**src/rtl/mem_access_pkg.sv**
```systemverilog
// Shared definitions for the memory-access stage: load/store aluop codes,
// FSM state encoding and small opcode-decode helpers.
package mem_access_pkg;

    localparam logic [5:0] OP_LB  = 6'h20;
    localparam logic [5:0] OP_LH  = 6'h21;
    localparam logic [5:0] OP_LW  = 6'h23;
    localparam logic [5:0] OP_LBU = 6'h24;
    localparam logic [5:0] OP_LHU = 6'h25;
    localparam logic [5:0] OP_SB  = 6'h28;
    localparam logic [5:0] OP_SH  = 6'h29;
    localparam logic [5:0] OP_SW  = 6'h2B;

    typedef enum logic [1:0] {
        ST_IDLE = 2'd0,
        ST_BUSY = 2'd1,
        ST_DONE = 2'd2
    } state_t;

    function automatic logic is_load_op(input logic [5:0] op);
        return (op == OP_LB) || (op == OP_LBU) || (op == OP_LH) ||
               (op == OP_LHU) || (op == OP_LW);
    endfunction

    function automatic logic is_store_op(input logic [5:0] op);
        return (op == OP_SB) || (op == OP_SH) || (op == OP_SW);
    endfunction

    // Halfword accesses need addr[0]=0, word accesses need addr[1:0]=0.
    function automatic logic is_misaligned(input logic [5:0] op, input logic [1:0] addr_lo);
        logic half_op;
        logic word_op;
        half_op = (op == OP_LH) || (op == OP_LHU) || (op == OP_SH);
        word_op = (op == OP_LW) || (op == OP_SW);
        return (half_op && addr_lo[0]) || (word_op && (addr_lo != 2'b00));
    endfunction

endpackage

```
**src/rtl/mem_lane_align.sv**
```systemverilog
// Big-endian byte-lane steering: bus byte enables and replicated store data
// for stores, lane selection plus sign/zero extension for loads.
module mem_lane_align
    import mem_access_pkg::*;
(
    input  logic [5:0]  i_aluop,
    input  logic [1:0]  i_addr_lo,
    input  logic [31:0] i_reg2,
    input  logic [31:0] i_rdata,
    output logic [3:0]  o_sel,
    output logic [31:0] o_wdata,
    output logic [31:0] o_load_data
);

    logic [7:0]  w_byte;
    logic [15:0] w_half;
    logic [3:0]  w_byte_sel;
    logic [3:0]  w_half_sel;

    // Address 0 is the most significant byte of the word.
    always_comb begin
        w_byte     = i_rdata[31:24];
        w_byte_sel = 4'b1000;
        case (i_addr_lo)
            2'b00: begin w_byte = i_rdata[31:24]; w_byte_sel = 4'b1000; end
            2'b01: begin w_byte = i_rdata[23:16]; w_byte_sel = 4'b0100; end
            2'b10: begin w_byte = i_rdata[15:8];  w_byte_sel = 4'b0010; end
            default: begin w_byte = i_rdata[7:0]; w_byte_sel = 4'b0001; end
        endcase
    end

    assign w_half     = i_addr_lo[1] ? i_rdata[15:0] : i_rdata[31:16];
    assign w_half_sel = i_addr_lo[1] ? 4'b0011 : 4'b1100;

    always_comb begin
        o_sel       = 4'b0000;
        o_wdata     = 32'h0000_0000;
        o_load_data = 32'h0000_0000;
        case (i_aluop)
            OP_LB: begin
                o_sel       = w_byte_sel;
                o_load_data = {{24{w_byte[7]}}, w_byte};
            end
            OP_LBU: begin
                o_sel       = w_byte_sel;
                o_load_data = {24'h00_0000, w_byte};
            end
            OP_LH: begin
                o_sel       = w_half_sel;
                o_load_data = {{16{w_half[15]}}, w_half};
            end
            OP_LHU: begin
                o_sel       = w_half_sel;
                o_load_data = {16'h0000, w_half};
            end
            OP_LW: begin
                o_sel       = 4'b1111;
                o_load_data = i_rdata;
            end
            OP_SB: begin
                o_sel   = w_byte_sel;
                o_wdata = {4{i_reg2[7:0]}};
            end
            OP_SH: begin
                o_sel   = w_half_sel;
                o_wdata = {2{i_reg2[15:0]}};
            end
            OP_SW: begin
                o_sel   = 4'b1111;
                o_wdata = i_reg2;
            end
            default: ;
        endcase
    end

endmodule

```
**src/rtl/mem_access.sv**
```systemverilog
// MEM pipeline stage: passes ALU results to write-back and runs load/store
// transfers on a req/ack data bus. Optional MEM_ALIGN_CHECK_EN adds alignment exceptions.
module mem_access
    import mem_access_pkg::*;
(
    input  logic        clk,
    input  logic        rst,
    input  logic [4:0]  mem_wd,
    input  logic        mem_wreg,
    input  logic [31:0] mem_wdata,
    input  logic        mem_whilo,
    input  logic [31:0] mem_hi,
    input  logic [31:0] mem_lo,
    input  logic [5:0]  mem_aluop,
    input  logic [31:0] mem_mem_addr,
    input  logic [31:0] mem_reg2,
    input  logic        mem_cp0_reg_we,
    input  logic [4:0]  mem_cp0_reg_write_addr,
    input  logic [31:0] mem_cp0_reg_data,
    output logic [4:0]  wb_wd,
    output logic        wb_wreg,
    output logic [31:0] wb_wdata,
    output logic        wb_whilo,
    output logic [31:0] wb_hi,
    output logic [31:0] wb_lo,
    output logic        wb_cp0_reg_we,
    output logic [4:0]  wb_cp0_reg_write_addr,
    output logic [31:0] wb_cp0_reg_data,
    output logic        bus_req,
    output logic        bus_we,
    output logic [31:0] bus_addr,
    output logic [3:0]  bus_sel,
    output logic [31:0] bus_wdata,
    input  logic [31:0] bus_rdata,
    input  logic        bus_ack,
    input  logic        flush,
    output logic        stallreq,
    output logic        excp_adel,
    output logic        excp_ades,
    output logic [1:0]  o_dbg_state
);

    state_t      r_state;
    state_t      w_next;
    logic        r_bus_req;
    logic        r_bus_we;
    logic [31:0] r_bus_addr;
    logic [3:0]  r_bus_sel;
    logic [31:0] r_bus_wdata;
    logic [31:0] r_load_data;
    logic        r_flushed;

    logic        w_is_load;
    logic        w_is_store;
    logic        w_is_mem;
    logic        w_misalign;
    logic        w_stall;
    logic        w_issue;
    logic        w_ack_take;
    logic        w_discard;
    logic [3:0]  w_sel;
    logic [31:0] w_wdata;
    logic [31:0] w_load;

    mem_lane_align u_lane (
        .i_aluop     (mem_aluop),
        .i_addr_lo   (mem_mem_addr[1:0]),
        .i_reg2      (mem_reg2),
        .i_rdata     (bus_rdata),
        .o_sel       (w_sel),
        .o_wdata     (w_wdata),
        .o_load_data (w_load)
    );

    assign w_is_load  = is_load_op(mem_aluop);
    assign w_is_store = is_store_op(mem_aluop);
    assign w_is_mem   = w_is_load | w_is_store;
    // A flush seen at any point of BUSY drops the result once ack arrives.
    assign w_discard  = flush | r_flushed;

`ifdef MEM_ALIGN_CHECK_EN
    logic r_excp_adel;
    logic r_excp_ades;

    assign w_misalign = is_misaligned(mem_aluop, mem_mem_addr[1:0]);

    always_ff @(posedge clk or negedge rst) begin
        if (!rst) begin
            r_excp_adel <= 1'b0;
            r_excp_ades <= 1'b0;
        end else begin
            r_excp_adel <= (r_state == ST_IDLE) && !flush && w_misalign && w_is_load;
            r_excp_ades <= (r_state == ST_IDLE) && !flush && w_misalign && w_is_store;
        end
    end

    assign excp_adel = r_excp_adel;
    assign excp_ades = r_excp_ades;
`else
    assign w_misalign = 1'b0;
    assign excp_adel  = 1'b0;
    assign excp_ades  = 1'b0;
`endif

    always_comb begin
        w_next  = r_state;
        w_stall = 1'b0;
        case (r_state)
            ST_IDLE: begin
                if (w_is_mem && !flush && !w_misalign) begin
                    w_next  = ST_BUSY;
                    w_stall = 1'b1;
                end
            end
            ST_BUSY: begin
                w_stall = 1'b1;
                if (bus_ack) begin
                    w_next = w_discard ? ST_IDLE : ST_DONE;
                end
            end
            ST_DONE: begin
                w_next = ST_IDLE;
            end
            default: begin
                w_next = ST_IDLE;
            end
        endcase
    end

    assign w_issue    = (r_state == ST_IDLE) && (w_next == ST_BUSY);
    assign w_ack_take = (r_state == ST_BUSY) && bus_ack;

    always_ff @(posedge clk or negedge rst) begin
        if (!rst) begin
            r_state <= ST_IDLE;
        end else begin
            r_state <= w_next;
        end
    end

    // Bus handshake: bus_req and every bus field stay stable from the issue
    // edge until the slave returns bus_ack; the edge sampling ack ends the transfer.
    always_ff @(posedge clk or negedge rst) begin
        if (!rst) begin
            r_bus_req   <= 1'b0;
            r_bus_we    <= 1'b0;
            r_bus_addr  <= 32'h0000_0000;
            r_bus_sel   <= 4'b0000;
            r_bus_wdata <= 32'h0000_0000;
        end else if (w_issue) begin
            r_bus_req   <= 1'b1;
            r_bus_we    <= w_is_store;
            r_bus_addr  <= {mem_mem_addr[31:2], 2'b00};
            r_bus_sel   <= w_sel;
            r_bus_wdata <= w_wdata;
        end else if (w_ack_take) begin
            r_bus_req   <= 1'b0;
        end
    end

    always_ff @(posedge clk or negedge rst) begin
        if (!rst) begin
            r_load_data <= 32'h0000_0000;
            r_flushed   <= 1'b0;
        end else begin
            if (w_ack_take && !w_discard) begin
                r_load_data <= w_load;
            end
            if (r_state == ST_BUSY) begin
                r_flushed <= w_discard && !bus_ack;
            end else begin
                r_flushed <= 1'b0;
            end
        end
    end

    assign wb_wd                 = mem_wd;
    assign wb_wreg               = mem_wreg & ~w_is_store & ~w_misalign;
    assign wb_wdata              = ((r_state == ST_DONE) && w_is_load) ? r_load_data : mem_wdata;
    assign wb_whilo              = mem_whilo;
    assign wb_hi                 = mem_hi;
    assign wb_lo                 = mem_lo;
    assign wb_cp0_reg_we         = mem_cp0_reg_we;
    assign wb_cp0_reg_write_addr = mem_cp0_reg_write_addr;
    assign wb_cp0_reg_data       = mem_cp0_reg_data;

    assign bus_req     = r_bus_req;
    assign bus_we      = r_bus_we;
    assign bus_addr    = r_bus_addr;
    assign bus_sel     = r_bus_sel;
    assign bus_wdata   = r_bus_wdata;
    assign stallreq    = w_stall;
    assign o_dbg_state = r_state;

endmodule

```
**config.mk**
```make
export PLATFORM = sky130hd
export DESIGN_NAME = mem_access
export DESIGN_NICKNAME = d
export VERILOG_FILES = /design/src/rtl/mem_access_pkg.sv /design/src/rtl/mem_lane_align.sv /design/src/rtl/mem_access.sv
export SDC_FILE = /design/constraint.sdc
export NUM_CORES = 1
export LEC_CHECK = 0
export CAP_MARGIN = 40
export CORE_AREA = 3 3 181 183
export DETAILED_ROUTE_END_ITERATION = 8
export DIE_AREA = 0 0 184 186
export PLACE_DENSITY = 0.59
export SYNTH_ARGS = -nofsm -noshare
export SYNTH_HDL_FRONTEND = slang
export SYNTH_SLANG_ARGS = --single-unit
```
**constraint.sdc**
```tcl
create_clock -name clk -period 5.72 [get_ports clk]
set_input_delay 1.144 -clock clk [delete_from_list [all_inputs] [get_ports clk]]
set_output_delay 1.144 -clock clk [all_outputs]
set_load 0.005 [all_outputs]
```
## Yosys cells after proc, flatten, opt, wreduce, memory -nomap -nowiden

Cells that the tools add are included.

| storage, ports and cells | value |
|---|---|
| bits in registers | 103 |
| bits of input ports | 247 |
| output and inout port bits | 216 |
| logic and storage cells | 63 |

| operators by class | value |
|---|---|
| equality and inequality tests | 13 |
| multiplexer cells | 17 |
| bitwise gates (word level) | 4 |
| reduce and logical (&&, ||, !) cells | 21 |

Operator list:

| operator | number |
|---|---|
| 32-bit one-hot mux with 5 select lines | 1 |
| 32-bit one-hot mux with 3 select lines | 1 |
| 6-bit equality test (second input constant) | 8 |
| 32-bit two-way mux | 1 |
| 4-bit one-hot mux with 3 select lines | 2 |
| 8-bit one-hot mux with 3 select lines | 1 |
| 16-bit two-way mux | 1 |
| 2-bit by 1-bit equality test with 1-bit output (second input constant) | 3 |
| 1-bit logical AND | 6 |
| 1-bit logical OR | 6 |
| 2-bit two-way mux | 3 |
| 3-bit OR reduction | 2 |
| 2-bit equality test (second input constant) | 2 |
| 2-bit zero test | 2 |
| 1-bit two-way mux | 4 |
| 4-bit two-way mux | 1 |
| 2-bit one-hot mux with 2 select lines | 1 |
| 1-bit zero test | 3 |
| 1-bit OR | 2 |
| 1-bit one-hot mux with 2 select lines | 1 |
| 2-bit nonzero test | 1 |
| 2-bit OR reduction | 1 |
| 1-bit bitwise AND | 1 |
| 1-bit NOT | 1 |

## Longest topological paths before layout

| logic depth | value |
|---|---|
| depth in word-level cells | 12 |
| gate-level depth with buffers | 7 |
| mapped depth without buffers | 5 |

## Cells and area by module

From an unflattened synthesis, not the netlist that was laid out.

| unflattened totals | value |
|---|---|
| cell total of the unflattened synthesis | 529 |
| area, all modules | 6568.8 um^2 |

By module, submodules not included:

| module | instances | cells an instance | area each (um^2) | sequential area each (um^2) |
|---|---|---|---|---|
| mem_access | 1 | 380 | 5398.9 | 2577.5 |
| mem_lane_align | 1 | 149 | 1169.9 | 0.0 |

## Least setup slack after synthesis

No wires, ideal clock.

| timing | value |
|---|---|
| path kind | input port to output port |
| start | input mem_aluop[4] |
| end | output wb_wdata[10] |
| arrival time | 2.728 ns |
| setup slack | 1.848 ns |
| cell stages on the path | 7 |
| cells stage by stage | or4b_1 clkbuf_1 o21ai_2 and3b_1 clkbuf_2 buf_6 mux2_2 |

| on the way | value |
|---|---|
| cells in the longest elaborated chain, start to end | 7 |

Ends and longest elaborated chain:

| what | line | RTL |
|---|---|---|
| start, declared | mem_access.sv:14 | `input logic [5:0] mem_aluop,` |
| 6-bit equality test | mem_access_pkg.sv:21 | `return (op == OP_LB) \|\| (op == OP_LBU) \|\| (op == OP_LH) \|\|` |
| 1-bit logical OR (3 in series) | mem_access_pkg.sv:21 |  |
| 1-bit logical OR * | mem_access_pkg.sv:22 | `(op == OP_LHU) \|\| (op == OP_LW);` |
| 1-bit logical AND * | mem_access.sv:179 | `assign wb_wdata = ((r_state == ST_DONE) && w_is_load) ? r_load_data : mem_wdata;` |
| 32-bit two-way mux * | mem_access.sv:179 |  |
| end, declared | mem_access.sv:22 | `output logic [31:0] wb_wdata,` |

Every way passes the cells marked *; elsewhere a longest branch is shown, timed or not.

## Worst setup path in the final report

| timing | value |
|---|---|
| start | input mem_aluop[3] |
| end | output wb_wdata[31] |

The elaborated chain is that of the path after synthesis.

==> impl_metrics.yaml <==
outcome:
  run_status: "complete, no violations"
synth:
  synth.area.top_cells: "dfrtp_1, buf_4, mux2_2"
  synthFlopType: "dfrtp_1"
  synth-async-reset-ratio_pct: 100
  netlist_area_mm2: 0.00621
  synth_seq_cells: 103
  synth_area_per_cell_um2: 10.7
  synthCells: 583
  yosysSeqAreaShare_pct: 41.5
  yosysWarnings: 0
  synth_top_cell_by_area: "dfrtp_1"
  synth-edff-count: 0
  synth_top_cell_area_share_pct: 41.5
  synthDistinctLibCells: 50
floorplanning:
  io_pins: 463
  coreArea_mm2: 0.0314
  dieArea_mm2: 0.0342
  rows: 65
  initial_core_util_pct: 19.8
  fp.dieH_um: 186
  die_w_um: 184
cells_and_area:
  mostFrequentLayoutCells: "clkdlybuf4s50_1, dfrtp_1, mux2_2"
  drive_above_1_share_pct: 17.3
  area_growth_pct: 37.7
  post-route-util_pct: 27.2
  nNetsFinal: 948
  diodes: 0
  layout_commonest_cell: "clkdlybuf4s50_1"
routing:
  via_per_inst: 4.45
  num_vias: 4933
  wl_mm: 24.7
  postRouteAntennaNets: 0
  drt_drc_violations_left: 0
  drt_pass1_iterations: 4
  drtIter0Drc: 180
  avgRoutedWirePerCell_um: 22.3
critical_path:
  cpMaxStageDelayCell: "or4b_1"
  crit_buf_inv: 4
  cpPeakStageDelay_ns: 0.67
  required_ns: 4.58
  path_max_fanout: 32
  worst_setup_path_start_kind: "input port"
  crit_type: "in -> out"
  setup.worst_path.end_class: "output port"
  cpLargestDelayFamily: "buffers and inverters"
  crit_arrival_ns: 3.98
  ff2ff_setup_slack_ns: 3.37
  crit_chain: "clkdlybuf4s50_1 > buf_4 > or4b_1 > o21ai_2 > and3b_1 > buf_4 > mux2_2 > clkdlybuf4s50_1"
timing:
  hold_violations: 0
  worst_pin_slew_ns: 0.797
  fin_setup_tns_ns: 0
  relSlewSlack_pct: 46.8
  grt_setup_unrepaired: "no"
  fin_crit_sh_pct: 89.6
  setup_violations: 0
  drv_slew: 0
  fin_crit_ns: 5.12
  fin_skew_ns: 0.00956
  fmax_ghz: 0.195
place:
  portBuffers: 242
  hpwl_mm: 19.3
  gp_congestion: 0.865
clocking:
  tritoncts: "built"
  cts_resized: 0
  clock_sinks: 103
  cts_buffers: 9
  clk_latency_ns: 0.36
  cts_root_buf: "clkbuf_16"
  h-tree-depth: 3
  hold_buffers: 0
  cts.path.max_buffers: 2
  post-cts-setup-buffer-count: 0
  clkTransAtPathRegs_ns: 0.07
worst_hold_path:
  min_path_type: "reg -> reg"
global_routing:
  grt_pass1_vias: 5362
  grtUsageTotal_pct: 13.9
  grt_max_degree: 57
  gr-total-overflow: 0
  grt_pass1_wl_mm: 34.6
  antenna_found_initial: 4
job:
  cap_violations: 0
power:
  power.density_mw_per_mm2: 246
  p_leak_nw: 3.44
  finalPower_mw: 2.11
  ir_worst_vdd_mv: 0.128
[cell usage after synthesis (2+ instances only)]
master,n
a22o_1,19
clkbuf_1,20
and2b_1,2
buf_1,8
nand3b_1,8
buf_4,112
a221o_2,10
a31oi_1,8
mux4_2,2
mux2i_1,24
o21ai_0,31
a21oi_1,21
nand2_1,28
o2bb2ai_1,21
or3b_2,2
or3_1,2
a22oi_1,6
inv_1,4
o41ai_1,2
a221o_1,8
nand3_1,2
mux2_2,69
nor3b_1,2
nor2_1,16
nor2b_1,12
dfrtp_1,103
buf_2,7
buf_6,5
and3_1,5
nor3_1,4
[cell families after synthesis]
logic type,Yosys count,share of synthesized area [%]
compound gates,134,16.1
buf+inv,157,17.0
flops,103,41.5
mux,95,17.1
other cells,1,0.0604
simple gates,93,8.22
[registers in the layout, indices dropped and copies added, names as in the netlist]
signal       count
bus_addr        30
bus_sel          4
o_dbg_state      2
bus_we           1
r_load_data     32
bus_req          1
r_flushed        1
bus_wdata       32
[power breakdown]
| group | internal (mW) | leakage [nW] | switching, mW |
|---|---|---|---|
| combinational | 0.355 | 1.94 | 0.193 |
| sequential | 0.830 | 1.35 | 0.0613 |
| clock | 0.366 | 0.153 | 0.301 |
| total | 1.55 | 3.44 | 0.555 |
[layout make-up]
cell class,count,area (um^2)
clock buffers,12,256
well taps,402,503
repair buffers,257,2550
inverters,4,15.0
multi-input cells,326,2600
clock inverters,4,52.6
flip-flops and latches,103,2580
fillers,3343,22800
[worst paths after layout]
path	start	end	cells past startpoint
max	mem_aluop[3]	wb_wdata[31]	8
min	bus_req	bus_req	2
max reg2reg	o_dbg_state[1]	r_load_data[9]	6
min reg2reg	bus_req	bus_req	2
max in group asynchronous	rst	r_load_data[14]	2
min in group asynchronous	rst	bus_addr[21]	1
[layer usage]
layer	wire length [um]	share of wire [%]	track usage, %	vias up
li1	-	-	-	2222
met1	8700	35	13.7	2360
met2	12500	51	25.6	280
met3	2550	10	6.14	63
met4	864	3.5	5.72	8
met5	52	0.21	0	-
[per-stage QoR]
| step | cell area, um^2 | cells | setup slack, ns | hold WS [ns] |
|---|---|---|---|---|
| 6_report | 8550 | 1108 | 0.597 | 0.491 |
| 5_1_grt | 8550 | 1108 | 0.446 | 0.515 |
| 4_1_cts | 8550 | 1108 | 0.550 | 0.488 |
| 3_5_place_dp | 8240 | 1092 | 0.547 | 0.464 |
| 3_3_place_gp | 8200 | 1089 | 0.580 | 0.463 |
| 2_1_floorplan | 6220 | 586 | 1.85 | 0.444 |
[worst register-to-register path, cell delays in order, from the launching register on]
cell,delay (ns)
dfrtp_1,0.47
nand3b_1,0.22
or3_1,0.34
buf_4,0.26
inv_1,0.42
nand2_1,0.31
o21ai_0,0.25
Note: power is estimated with default switching activity, not from simulation.
